$ cat src/rtl/ad7476a_sample_averager_if.sv
// Converter-side request/sample handshake plus the averaged valid/ready result stream.
// master: the averager; slave: converter driver and result consumer.
interface ad7476a_sample_averager_if;
  logic        adc_request_o;
  logic [11:0] adc_data_i;
  logic        adc_valid_i;
  logic [11:0] sample_o;
  logic        sample_valid_o;
  logic        sample_ready_i;

  modport master (
    output adc_request_o,
    input  adc_data_i,
    input  adc_valid_i,
    output sample_o,
    output sample_valid_o,
    input  sample_ready_i
  );

  modport slave (
    input  adc_request_o,
    output adc_data_i,
    output adc_valid_i,
    input  sample_o,
    input  sample_valid_o,
    output sample_ready_i
  );
endinterface

$ cat src/rtl/ad7476a_sample_averager.sv
// Paces AD7476A conversions from a fixed-rate tick, averages 2^AVG_LOG2 samples and
// emits the result on a single-entry valid/ready register. Define ADC_AVG_ROUND_EN to round half up.
module ad7476a_sample_averager #(
  parameter int unsigned CLK_FREQ_HZ    = 100000000,
  parameter int unsigned SAMPLE_RATE_HZ = 1000000,
  parameter int unsigned AVG_LOG2       = 2
) (
  input  logic                              clk_i,
  input  logic                              rst_ni,
  input  logic                              enable_i,
  ad7476a_sample_averager_if.master         bus,
  output logic                              tick_missed_o,
  output logic                              overrun_o,
  input  logic                              clear_status_i
);

  localparam int unsigned TICK_PERIOD = CLK_FREQ_HZ / SAMPLE_RATE_HZ;
  localparam int unsigned CW = (TICK_PERIOD > 2) ? $clog2(TICK_PERIOD) : 1;
  localparam int unsigned AW = 12 + AVG_LOG2;
  localparam int unsigned NW = AVG_LOG2 + 1;
  localparam logic [CW-1:0] TICK_RELOAD = CW'(TICK_PERIOD - 1);
  localparam logic [NW-1:0] N_SAMPLES   = NW'(32'd1 << AVG_LOG2);
`ifdef ADC_AVG_ROUND_EN
  localparam int unsigned ROUND_K = (32'd1 << AVG_LOG2) >> 1;
`else
  localparam int unsigned ROUND_K = 0;
`endif
  localparam logic [AW-1:0] ROUND_AW = AW'(ROUND_K);

  if (TICK_PERIOD < 2) begin : g_bad_rate
    $error("CLK_FREQ_HZ/SAMPLE_RATE_HZ must be at least 2");
  end
  if (AVG_LOG2 > 8) begin : g_bad_avg
    $error("AVG_LOG2 must be in 0..8");
  end

  typedef enum logic [1:0] {IDLE, PENDING, ACCUM} state_e;

  state_e          state_q, state_d;
  logic [CW-1:0]   tick_cnt_q, tick_cnt_d;
  logic [AW-1:0]   acc_q, acc_d;
  logic [NW-1:0]   count_q, count_d;
  logic [11:0]     smp_q, smp_d;
  logic            abort_q, abort_d;
  logic [11:0]     out_q, out_d;
  logic            out_vld_q, out_vld_d;
  logic            miss_q, miss_d;
  logic            ovr_q, ovr_d;

  logic            tick;
  logic            req;
  logic            load;
  logic            set_miss;
  logic            set_ovr;
  logic [AW-1:0]   sum;
  logic [AW-1:0]   sum_rnd;
  logic [11:0]     result;
  logic [NW-1:0]   count_inc;

  // Counter parks at the reload value while disabled so the first tick is a full period out.
  always_comb begin
    tick = enable_i && (tick_cnt_q == '0);
    if (!enable_i || tick) begin
      tick_cnt_d = TICK_RELOAD;
    end else begin
      tick_cnt_d = tick_cnt_q - CW'(1);
    end
  end

  // Width 12+AVG_LOG2 holds N full-scale samples plus N/2, so the sum never wraps.
  always_comb begin
    state_d   = state_q;
    acc_d     = acc_q;
    count_d   = count_q;
    smp_d     = smp_q;
    abort_d   = abort_q;
    req       = 1'b0;
    set_miss  = 1'b0;
    load      = 1'b0;
    sum       = acc_q + AW'(smp_q);
    sum_rnd   = sum + ROUND_AW;
    result    = 12'(sum_rnd >> AVG_LOG2);
    count_inc = count_q + NW'(1);
    unique case (state_q)
      IDLE: begin
        if (tick) state_d = PENDING;
      end
      PENDING: begin
        set_miss = tick;
        req      = !bus.adc_valid_i;
        if (!enable_i) abort_d = 1'b1;
        if (bus.adc_valid_i) begin
          abort_d = 1'b0;
          if (abort_q || !enable_i) begin
            acc_d   = '0;
            count_d = '0;
            state_d = IDLE;
          end else begin
            smp_d   = bus.adc_data_i;
            state_d = ACCUM;
          end
        end
      end
      ACCUM: begin
        set_miss = tick;
        state_d  = IDLE;
        if (count_inc == N_SAMPLES) begin
          acc_d   = '0;
          count_d = '0;
          load    = 1'b1;
        end else begin
          acc_d   = sum;
          count_d = count_inc;
        end
      end
      default: state_d = IDLE;
    endcase
  end

  always_comb begin
    out_d     = out_q;
    out_vld_d = out_vld_q;
    set_ovr   = 1'b0;
    if (load) begin
      if (!out_vld_q || bus.sample_ready_i) begin
        out_d     = result;
        out_vld_d = 1'b1;
      end else begin
        set_ovr = 1'b1;
      end
    end else if (out_vld_q && bus.sample_ready_i) begin
      out_vld_d = 1'b0;
    end
    miss_d = set_miss ? 1'b1 : (clear_status_i ? 1'b0 : miss_q);
    ovr_d  = set_ovr  ? 1'b1 : (clear_status_i ? 1'b0 : ovr_q);
  end

  always_ff @(posedge clk_i or negedge rst_ni) begin
    if (!rst_ni) begin
      state_q    <= IDLE;
      tick_cnt_q <= TICK_RELOAD;
      acc_q      <= '0;
      count_q    <= '0;
      smp_q      <= '0;
      abort_q    <= 1'b0;
      out_q      <= '0;
      out_vld_q  <= 1'b0;
      miss_q     <= 1'b0;
      ovr_q      <= 1'b0;
    end else begin
      state_q    <= state_d;
      tick_cnt_q <= tick_cnt_d;
      acc_q      <= acc_d;
      count_q    <= count_d;
      smp_q      <= smp_d;
      abort_q    <= abort_d;
      out_q      <= out_d;
      out_vld_q  <= out_vld_d;
      miss_q     <= miss_d;
      ovr_q      <= ovr_d;
    end
  end

  assign bus.adc_request_o  = req;
  assign bus.sample_o       = out_q;
  assign bus.sample_valid_o = out_vld_q;
  assign tick_missed_o      = miss_q;
  assign overrun_o          = ovr_q;

endmodule

$ cat src/flat_wrapper.sv
// flat-port wrapper written by rule: the top's interface ports become plain ports
module ad7476a_sample_averager_flat 
#(
  parameter int unsigned CLK_FREQ_HZ    = 100000000,
  parameter int unsigned SAMPLE_RATE_HZ = 1000000,
  parameter int unsigned AVG_LOG2       = 2
)
  (clk_i, rst_ni, enable_i, tick_missed_o, overrun_o, clear_status_i, bus_adc_request_o, bus_adc_data_i, bus_adc_valid_i, bus_sample_o, bus_sample_valid_o, bus_sample_ready_i);
  ad7476a_sample_averager_if bus_i ();
  input  logic clk_i;
  input  logic rst_ni;
  input  logic enable_i;
  output logic tick_missed_o;
  output logic overrun_o;
  input  logic clear_status_i;
  output wire logic [$bits(bus_i.adc_request_o)-1:0] bus_adc_request_o;
  input wire logic [$bits(bus_i.adc_data_i)-1:0] bus_adc_data_i;
  input wire logic [$bits(bus_i.adc_valid_i)-1:0] bus_adc_valid_i;
  output wire logic [$bits(bus_i.sample_o)-1:0] bus_sample_o;
  output wire logic [$bits(bus_i.sample_valid_o)-1:0] bus_sample_valid_o;
  input wire logic [$bits(bus_i.sample_ready_i)-1:0] bus_sample_ready_i;
  assign bus_adc_request_o = bus_i.adc_request_o;
  assign bus_i.adc_data_i = bus_adc_data_i;
  assign bus_i.adc_valid_i = bus_adc_valid_i;
  assign bus_sample_o = bus_i.sample_o;
  assign bus_sample_valid_o = bus_i.sample_valid_o;
  assign bus_i.sample_ready_i = bus_sample_ready_i;
  ad7476a_sample_averager #(.CLK_FREQ_HZ(CLK_FREQ_HZ), .SAMPLE_RATE_HZ(SAMPLE_RATE_HZ), .AVG_LOG2(AVG_LOG2)) u_core (.clk_i(clk_i), .rst_ni(rst_ni), .enable_i(enable_i), .bus(bus_i), .tick_missed_o(tick_missed_o), .overrun_o(overrun_o), .clear_status_i(clear_status_i));
endmodule
$ cat config.mk
export PLATFORM = sky130hd
export DESIGN_NAME = ad7476a_sample_averager_flat
export DESIGN_NICKNAME = d
export VERILOG_FILES = /design/src/rtl/ad7476a_sample_averager_if.sv /design/src/rtl/ad7476a_sample_averager.sv /design/src/flat_wrapper.sv
export SDC_FILE = /design/constraint.sdc
export NUM_CORES = 1
export LEC_CHECK = 0
export CAP_MARGIN = 10
export CORE_MARGIN = 2
export CORE_UTILIZATION = 30
export DETAILED_ROUTE_END_ITERATION = 6
export GPL_TIMING_DRIVEN = 0
export MAX_ROUTING_LAYER = met4
export PLACE_DENSITY = 0.44
export SLEW_MARGIN = 20
export SYNTH_ARGS = -nofsm -noshare
export SYNTH_HDL_FRONTEND = slang
export SYNTH_SLANG_ARGS = --single-unit
export TNS_END_PERCENT = 1
$ cat constraint.sdc
create_clock -name clk_i -period 4.7 [get_ports clk_i]
set_input_delay 1.41 -clock clk_i [delete_from_list [all_inputs] [get_ports clk_i]]
set_output_delay 1.41 -clock clk_i [all_outputs]
set_load 0.05 [all_outputs]
# Word-level counts from Yosys, hierarchy flattened
# Index checks and enable logic that the tools add are counted.
# op_classes
addsub	3
eq_ne	8
mux	27
n_bitwise	1
reduce_logical	21
# op_table
op	count
2-to-1 mux 14 bit	3
case mux 14 bit (2 select lines)	1
adder 14 x 12 -> 14 bit	1
2-to-1 mux 1 bit	14
2-to-1 mux 3 bit	3
AND reduction 2 bit	4
nonzero test 2 bit	4
logical NOT 7 bit	1
2-to-1 mux 7 bit	1
subtractor 7 x 1 -> 7 bit, second input constant	1
2-to-1 mux 2 bit	3
!= test 2 x 1 -> 1 bit, second input constant	3
case mux 3 bit (2 select lines)	1
AND reduction 3 bit	2
!= test 2 bit, second input constant	2
case mux 2 bit (2 select lines)	1
adder 3 x 1 -> 3 bit, second input constant	1
== test 3 bit, second input constant	1
logical NOT 1 bit	3
logical OR 1 bit	3
== test 2 x 1 -> 1 bit, second input constant	1
== test 2 bit, second input constant	1
logical AND 1 bit	2
logical NOT 2 bit	1
other kinds (2)	2
# totals
register_bits	54
inputBits	18
out_inout_bits	16

# Logic depth before layout (Yosys ltp)
# Gate-level depths: netlist (run 1).
# depth
word_depth	6
ltp_mapped	8
mapped_depth_nobuf	8

# Worst setup path after synthesis (run 1)
# No wires, ideal clock.
# synth_path
path_kind	in2out
from	input bus_adc_valid_i
to	output bus_adc_request_o
t_arrival_ns	2.188
required_ns	3.290
slack_ns	1.102
cell_stages	1
n_path_buf	0
path_cell_list	nor2b_1
# synth_via
elab_chain_cells	2
# synth_lines
item	line	rtl
start: declaration	flat_wrapper.sv:18	input wire logic [$bits(bus_i.adc_valid_i)-1:0] bus_adc_valid_i;
logical NOT 1 bit	ad7476a_sample_averager.sv:90	req = !bus.adc_valid_i;
2-to-1 mux 1 bit	ad7476a_sample_averager.sv:84	unique case (state_q)
end: declaration	flat_wrapper.sv:16	output wire logic [$bits(bus_i.adc_request_o)-1:0] bus_adc_request_o;
# No other way between the ends.

# Worst setup path after layout (run 1)
# Ends and elaborated chain as after synthesis.

==> impl_metrics.yaml, run 1 <==
run_status:
  run_status: "complete, no violations"
route:
  drc_errors: 0
  drt_wl_total_mm: 6.67
  num_vias: 2190
  vias_per_cell: 4.86
  antenna_left: 0
  drt-pass1-iter-count: 4
  wl_per_cell_um: 14.8
  drtIter0Drc: 71
timing:
  setup_ws_ps: 269
  fin_crit_sh: 0.943
  tightest_slew_ps: 718
  relSlewSlack: 0.521
  whs_ps: 487
  tns_ps: 0
  clock.fmax_mhz: 226
  rsz0062_at_grt: "false"
  drv_slew: 0
  fin_worst_skew_ps: 9.46
  setup_viol: 0
  hold_viol: 0
  post-route-min-period_ps: 4430
clocking:
  ctsHoldBuffers: 0
  clkTransAtPathRegs_ps: 100
  cts_setup_buffers: 0
  h-tree-depth: 2
  cts_num_sinks: 54
  root_buffer: "clkbuf_8"
  cts_buffer_depth: 2
  cts_buffers: 5
  cts_tree: "built"
  cts_resized: 0
  clkLatencyLatePin_ps: 310
global_routing:
  grt_pass1_wl_mm: 11.2
  antenna_found_initial: 0
  grt_usage: 0.141
  grt_max_degree: 30
  grt_overflow: 0
  grt_pass1_vias: 2209
logic_synthesis:
  syn_nets: 314
  ys_warn_count: 0
  ys_ff_latch: 54
  yosys.area.top_type: "dfrtp_1"
  ys_types: 51
  synth-async-reset-ratio: 1.00
  yosys-top-cells-area: "dfrtp_1 43%, ha_1 8.1%, mux2_2 6.1%, dfstp_2 3.6%, nand2_1 3.6%"
  syn-cell-area_sq_um: 2940
  synth_top_area_frac: 0.426
  synthFlopType: "dfrtp_1"
  syn_inst: 276
  postSynthAreaPerCell_sq_um: 10.6
  synth_edf_count: 0
  seq_area_frac_synth: 0.462
cells_and_area:
  final_cells: 451
  layout_commonest_cell: "dfrtp_1"
  final_cell_mix: "50 x dfrtp_1, 32 x clkdlybuf4s50_1, 28 x nand2_1, 19 x ha_1, 16 x mux2_2"
  nets: 355
  nFillCells: 994
  drive_gt1_frac: 0.126
  syn2layout_area_growth_pct: 20.8
  antennaDiodeCount: 0
worst_setup_path:
  cp-end-kind: "output pin"
  critPathRequiredTime_ps: 3290
  arrival_ps: 3020
  slowest_delay_ps: 850
  critPathTopFamily: "buffers and inverters"
  crit_path_start_kind: "input pin"
  cpMostUsedCell: "clkdlybuf4s50_1"
  r2r_slack_ps: 2310
  critPathKind: "in -> out"
  critPathBufInv: 2
  crit_path_cell_trace: "clkdlybuf4s50_1 -> nor2b_1 -> clkdlybuf4s50_1"
  crit_fanout: 5
  critical_path.slowest_cell: "clkdlybuf4s50_1"
job:
  maxCapViolCount: 0
placed_design:
  dp_cells: 443
  hpwl_mm: 4.96
  io_buffers: 33
  dp_slack_ps: 265
  place.gp.congestion: 0.809
die:
  start_util: 0.305
  die_h_um: 103
  core_sq_um: 9640
  die_area_sq_um: 10600
  io_pins: 34
  die_w_um: 103
  rows: 36
pwr:
  combinationalPowerShare: 0.050
  switchingPower_mw: 0.179
  internal_power_mw: 0.610
  peakVddDrop_uv: 119
  powerDensity_nw_per_um2: 222
  seqPwrFrac: 0.601
  leakagePower_nw: 1.62
  p_sw_frac: 0.227
  clockPowerShare: 0.349
worst_hold_path:
  holdCritPathClass: "reg -> reg"
Yosys cell counts, drive strengths merged (5+ instances only):
library cell	n
dfrtp	50
nand2	28
ha	19
mux2	16
a21oi	14
o21ai	14
inv	13
nor2	9
and2	8
nand3	8
nand4	7
xnor2	7
a21o	6
a22o	6
a211o	5
clkbuf	5
final cells by class:
type / count / area, sq um / area share
Sequential cell: 54 / 1360 / 0.382
Clock inverter: 1 / 5.00 / 0.00141
Timing Repair Buffer: 34 / 348 / 0.0981
Inverter: 13 / 48.8 / 0.0138
Clock buffer: 7 / 86.3 / 0.0243
Multi-Input combinational cell: 201 / 1500 / 0.422
Buffer: 8 / 40.0 / 0.0113
Tap cell: 133 / 166 / 0.0469
stage by stage:
stage	power [mW]	area, sq um	utilization
4_1_cts	0.805	3540	0.367
2_1_floorplan	0.494	2940	-
3_3_place_gp	0.521	3430	0.356
6_report	0.788	3550	0.368
3_5_place_dp	0.524	3450	0.358
5_1_grt	0.826	3550	0.368
worst paths after layout:
kind / start / to / cells after the start
setup / recovery: bus_adc_valid_i / bus_adc_request_o / 3
hold / removal: u_core.tick_cnt_q[0] / u_core.tick_cnt_q[0] / 1
setup reg to reg: u_core.state_q[0] / u_core.acc_q[12] / 8
hold reg to reg: u_core.tick_cnt_q[0] / u_core.tick_cnt_q[0] / 1
max in group asynchronous: rst_ni / u_core.tick_cnt_q[6] / 2
min in group asynchronous: rst_ni / u_core.tick_cnt_q[4] / 1
registers in the layout (all words and copies together), names as in the netlist:
register                   flops
u_core.count_q                 3
u_core.tick_cnt_q              7
u_core.overrun_o               1
u_core.tick_missed_o           1
u_core.bus.sample_valid_o      1
u_core.smp_q                  12
u_core.state_q                 2
u_core.acc_q                  14
u_core.bus.sample_o           12
u_core.abort_q                 1
metal layers:
layer  share of wire  GRT usage  wire length, um  up-vias
met4           0.015     0.0405              102        0
met5               0          -                0        -
met3           0.023     0.0224              155        8
met2            0.44      0.215             2900       31
met1            0.53      0.196             3500     1056
li1                -          -                -     1095
cells by family (layout without fill, tap and decap cells):
kind of cell,Yosys count,count (layout),share of synthesized area
buffers and inverters,21,63,0.0303
flip-flops,54,54,0.462
multiplexers,16,16,0.0614
AO/OA/AOI/OAI,72,72,0.181
AND/OR/NAND/NOR,82,82,0.145
adder cells (fa/ha/maj),20,20,0.0878
XOR/XNOR,11,11,0.0328
power by group through the flow:
stage | clock network, mW | registers [mW] | logic (mW)
after global placement | 0 | 0.483 | 0.0387
after floorplan | 0 | 0.482 | 0.0116
after global routing | 0.306 | 0.475 | 0.0455
after detailed placement | 0 | 0.483 | 0.0410
final | 0.275 | 0.473 | 0.0395
after CTS | 0.290 | 0.474 | 0.0410
Note: power is estimated with default switching activity, not from simulation.
==> run 2: changes to the inputs <==
--- a/config.mk
+++ b/config.mk
@@ -11,7 +11,6 @@
 export DETAILED_ROUTE_END_ITERATION = 6
 export GPL_TIMING_DRIVEN = 0
 export MAX_ROUTING_LAYER = met4
-export PLACE_DENSITY = 0.44
 export SLEW_MARGIN = 20
 export SYNTH_ARGS = -nofsm -noshare
 export SYNTH_HDL_FRONTEND = slang
==> run 2 against run 1 <==
Global-route usage decreased by 0.34 points. Count of clock-buffer cells in the layout unchanged. Largest cell class unchanged. Critical path depth unchanged. Critical path type unchanged.
==> impl_metrics.yaml, run 2 (same netlist as run 1, synthesis figures left out) <==
run_status:
  run_status: "complete, no violations"
global_routing:
  grt_pass1_vias: 2299
  grt_pass1_wl_mm: 11.1
  grt_overflow: 0
  antenna_found_initial: 0
  grt_max_degree: 55
  grt_usage: 0.138
worst_hold_path:
  hp-start: "u_core.tick_cnt_q[0]"
  holdCritPathClass: "reg -> reg"
  hold-path-cell-count: 1
worst_setup_path:
  critPathRequiredTime_ps: 3290
  crit_cells: 3
  crit_path_start_kind: "input pin"
  worstSetupStartpoint: "bus_adc_valid_i"
  critPathTopFamily: "buffers and inverters"
  rr_startpoint: "u_core.state_q[0]"
  critical_path.slowest_cell: "clkdlybuf4s50_1"
  slowest_delay_ps: 850
  rr_worst_depth: 6
  crit_path_cell_trace: "clkdlybuf4s50_1 -> nor2b_1 -> clkdlybuf4s50_1"
  crit_fanout: 5
  arrival_ps: 3040
  critPathBufInv: 2
  critPathKind: "in -> out"
  cpMostUsedCell: "clkdlybuf4s50_1"
  cp-end-kind: "output pin"
die:
  die_w_um: 103
  rows: 36
  die_area_sq_um: 10600
  core_sq_um: 9640
  start_util: 0.305
  die_h_um: 103
  io_pins: 34
cells_and_area:
  final_cell_mix: "50 x dfrtp_1, 32 x clkdlybuf4s50_1, 28 x nand2_1, 19 x ha_1, 16 x mux2_2"
  final_core_util: 0.365
  syn2layout_area_growth_pct: 19.9
  drive_gt1_frac: 0.120
  nets: 354
  layout_commonest_cell: "dfrtp_1"
  antennaDiodeCount: 0
  regMostFlops: "u_core.acc_q"
  fin_area_sq_um: 3520
  largest_register_ffs: 14
pwr:
  powerDensity_nw_per_um2: 223
  combinationalPowerShare: 0.048
  clockPowerShare: 0.348
  p_total_mw: 0.784
  seqPwrFrac: 0.605
  leakagePower_nw: 1.61
  peakVddDrop_uv: 109
  switchingPower_mw: 0.176
  internal_power_mw: 0.608
  p_sw_frac: 0.224
route:
  wl_per_cell_um: 14.2
  drt_wl_total_mm: 6.40
  drc_errors: 0
  num_vias: 2212
  drt-pass1-iter-count: 4
  drtIter0Drc: 96
  vias_per_cell: 4.92
  antenna_left: 0
timing:
  fin_worst_skew_ps: 16.6
  clock.fmax_mhz: 225
  post-route-min-period_ps: 4450
  hold_viol: 0
  fin_crit_sh: 0.946
  tightest_slew_ps: 1040
  tns_ps: 0
  setup_viol: 0
  drv_slew: 0
  rsz0062_at_grt: "false"
  relSlewSlack: 0.305
clocking:
  root_buffer: "clkbuf_8"
  h-tree-depth: 2
  cts_buffer_depth: 2
  cts_buffers: 5
  clkTransAtPathRegs_ps: 90
  cts_resized: 0
  ctsHoldBuffers: 0
  cts_tree: "built"
  cts_num_sinks: 54
  cts_setup_buffers: 0
  clkLatencyLatePin_ps: 320
placed_design:
  io_buffers: 33
  place.gp.congestion: 0.833
  hpwl_mm: 4.67
  post_dp_cell_area_sq_um: 3430
job:
  maxCapViolCount: 0
-- run 2: cell types whose count changed in the layout (fill, tap and decap cells not counted), sizes merged --
cell / delta
buf: -1
-- run 2: routing by layer --
metal	vias up	track usage	wire, um
li1	1094	-	-
met1	1065	0.178	3050
met2	46	0.222	3010
met3	7	0.0244	255
met4	0	0.0415	85
met5	-	-	0
-- run 2: stage by stage --
step / hold WS, ps / instances / setup WS, ps
after floorplan: 436 / 276 / 1100
after global placement: 450 / 442 / 284
after detailed placement: 456 / 442 / 265
after CTS: 479 / 450 / 265
after global routing: 504 / 450 / 221
final: 475 / 450 / 252
-- run 2: worst paths after layout --
kind / to / slack [ps]
min: u_core.tick_cnt_q[0] / 480
min reg2reg: u_core.tick_cnt_q[0] / 480
max reg2reg: u_core.count_q[1] / 2230
max: bus_adc_request_o / 250
min in group asynchronous: u_core.acc_q[3] / 1130
max in group asynchronous: u_core.acc_q[0] / 3100
-- run 2: cell type report --
class,count,area [sq um]
buffer,8,40.0
clock buffer,7,86.3
clock inverter,1,5.00
fill,1018,6120
inverter,13,48.8
multi-input combinational,201,1490
sequential,54,1360
tap,133,166
timing repair buffer,33,328
-- run 2: power by group through the flow --
stage / Clock (mW) / Sequential [mW] / Combinational [mW]
after detailed placement: 0 / 0.483 / 0.0385
after CTS: 0.281 / 0.474 / 0.0386
after floorplan: 0 / 0.482 / 0.0116
after global routing: 0.298 / 0.474 / 0.0423
after global placement: 0 / 0.483 / 0.0378
final: 0.272 / 0.474 / 0.0373
-- run 2: worst register-to-register path, stage by stage (launching register included) --
cell	delay (ps)
dfrtp_1	380
inv_1	80
ha_1	290
nor2b_1	170
a31oi_1	760
clkbuf_1	490
o21ai_0	180
==> run 3: changes to the inputs <==
--- a/config.mk
+++ b/config.mk
@@ -11,6 +11,7 @@
 export DETAILED_ROUTE_END_ITERATION = 6
 export GPL_TIMING_DRIVEN = 0
 export MAX_ROUTING_LAYER = met4
+export SETUP_SLACK_MARGIN = 0.3
 export SLEW_MARGIN = 20
 export SYNTH_ARGS = -nofsm -noshare
 export SYNTH_HDL_FRONTEND = slang
==> run 3 against run 2 <==
Count of clock-buffer cells in the layout stayed put. Critical path depth stayed put. Maximum frequency is 7.2% higher. Sequential share of layout area hardly changed. Via count is 0.81% higher. Highest routed layer unchanged.
==> impl_metrics.yaml, run 3 (same netlist as run 1, synthesis figures left out) <==
worst_setup_path:
  crit_fanout: 5
  critPathKind: "in -> out"
  cp-end-kind: "output pin"
  critPathRequiredTime_ps: 3290
  crit_path_start_kind: "input pin"
  arrival_ps: 2740
route:
  wl_met3_um: 203
  drtIter0Drc: 96
  drt-met1-wl_mm: 3.10
  vias_per_cell: 4.96
  drc_errors: 0
  wl_met2_mm: 3.00
  antenna_left: 0
  highest_layer: "met4"
  drt_wl_total_mm: 6.41
  drt-pass1-iter-count: 4
  wl_per_cell_um: 14.2
  num_vias: 2230
placed_design:
  io_buffers: 33
  dp_cells: 442
  post_dp_cell_area_sq_um: 3430
  place.gp.congestion: 0.833
  hpwl_mm: 4.67
clocking:
  clkLatencyLatePin_ps: 320
  cts_tree: "built"
  cts_buffer_depth: 2
  cts_setup_buffers: 0
  ctsHoldBuffers: 0
  cts_num_sinks: 54
  h-tree-depth: 2
  clkTransAtPathRegs_ps: 90
  root_buffer: "clkbuf_8"
  cts_buffers: 5
cells_and_area:
  syn2layout_area_growth_pct: 19.9
  drive_gt1_frac: 0.120
  fin_area_sq_um: 3520
  layout_commonest_cell: "dfrtp_1"
  final_cells: 450
  regMostFlops: "u_core.acc_q"
  largest_register_ffs: 14
  antennaDiodeCount: 0
  nets: 354
  nFillCells: 1019
  final_cell_mix: "50 x dfrtp_1, 31 x clkdlybuf4s50_1, 28 x nand2_1, 19 x ha_1, 16 x mux2_2"
die:
  die_area_sq_um: 10600
  io_pins: 34
  die_h_um: 103
  die_w_um: 103
  rows: 36
  core_sq_um: 9640
  start_util: 0.305
global_routing:
  grt_pass1_wl_mm: 11.1
  grt_pass1_vias: 2299
  grt_max_degree: 55
  antenna_found_initial: 0
  grt_overflow: 0
  grt_usage: 0.138
pwr:
  leakagePower_nw: 1.61
  peakVddDrop_uv: 109
  powerDensity_nw_per_um2: 223
timing:
  setup_viol: 0
  post-route-min-period_ps: 4150
  drv_slew: 0
  tightest_slew_ps: 1050
  rsz0062_at_grt: "false"
  relSlewSlack: 0.298
  fin_worst_skew_ps: 17.5
  clock.fmax_mhz: 241
  fin_crit_sh: 0.883
  hold_viol: 0
  tns_ps: 0
job:
  maxCapViolCount: 0
run_status:
  run_status: "complete, no violations"
worst_hold_path:
  holdCritPathClass: "reg -> reg"
[run 3: cell count changes in the layout (fill, tap and decap cells not counted)]
cell	before	now
clkdlybuf4s50_1	32	31
dlygate4sd2_1	0	1
[run 3: layer usage]
layer,vias to the layer above,track usage
met5,-,-
met4,0,0.0415
met3,9,0.0244
met2,43,0.222
met1,1083,0.178
li1,1095,-
[run 3: final timing paths]
kind	startpoint	endpoint	slack, ps	cells past startpoint
min in group asynchronous	rst_ni	u_core.acc_q[3]	1130	1
worst min-delay path	u_core.tick_cnt_q[0]	u_core.tick_cnt_q[0]	480	1
worst min register to register	u_core.tick_cnt_q[0]	u_core.tick_cnt_q[0]	480	1
worst max register to register	u_core.state_q[0]	u_core.count_q[1]	2220	6
worst max-delay path	bus_adc_valid_i	bus_adc_request_o	550	3
max in group asynchronous	rst_ni	u_core.acc_q[0]	3100	1
[run 3: area by class of cell]
cell class / instances / area [sq um] / area share
clock buffer: 7 / 86.3 / 0.0245
buffer: 8 / 40.0 / 0.0114
tap: 133 / 166 / 0.0473
timing repair buffer: 33 / 327 / 0.0928
clock inverter: 1 / 5.00 / 0.00142
sequential: 54 / 1360 / 0.385
multi-input combinational: 201 / 1490 / 0.423
inverter: 13 / 48.8 / 0.0139
[run 3: per-stage QoR]
| stage | util | hold slack (ps) | worst slack, ps | power, mW |
|---|---|---|---|---|
| global route | 0.365 | 504 | 519 | 0.815 |
| floorplan | - | 436 | 1100 | 0.494 |
| global placement | 0.356 | 450 | 284 | 0.520 |
| detailed placement | 0.356 | 456 | 265 | 0.521 |
| finish | 0.365 | 475 | 549 | 0.784 |
| CTS | 0.365 | 479 | 561 | 0.793 |
[run 3: power breakdown]
| part | internal [mW] | switching, mW |
|---|---|---|
| clock network | 0.119 | 0.154 |
| registers | 0.470 | 0.00393 |
| logic | 0.0184 | 0.0189 |
| total | 0.608 | 0.177 |
[run 3: timing repair]
action | in CTS | in global routing
resized for setup | 1 | 0
setup endpoints to repair | 1 | 0
endpoints found under the hold margin | 0 | 0
[run 3: worst max-delay path, stage by stage]
cell             delay (ps)
clkdlybuf4s50_1         490
nor2b_1                 270
dlygate4sd2_1           560
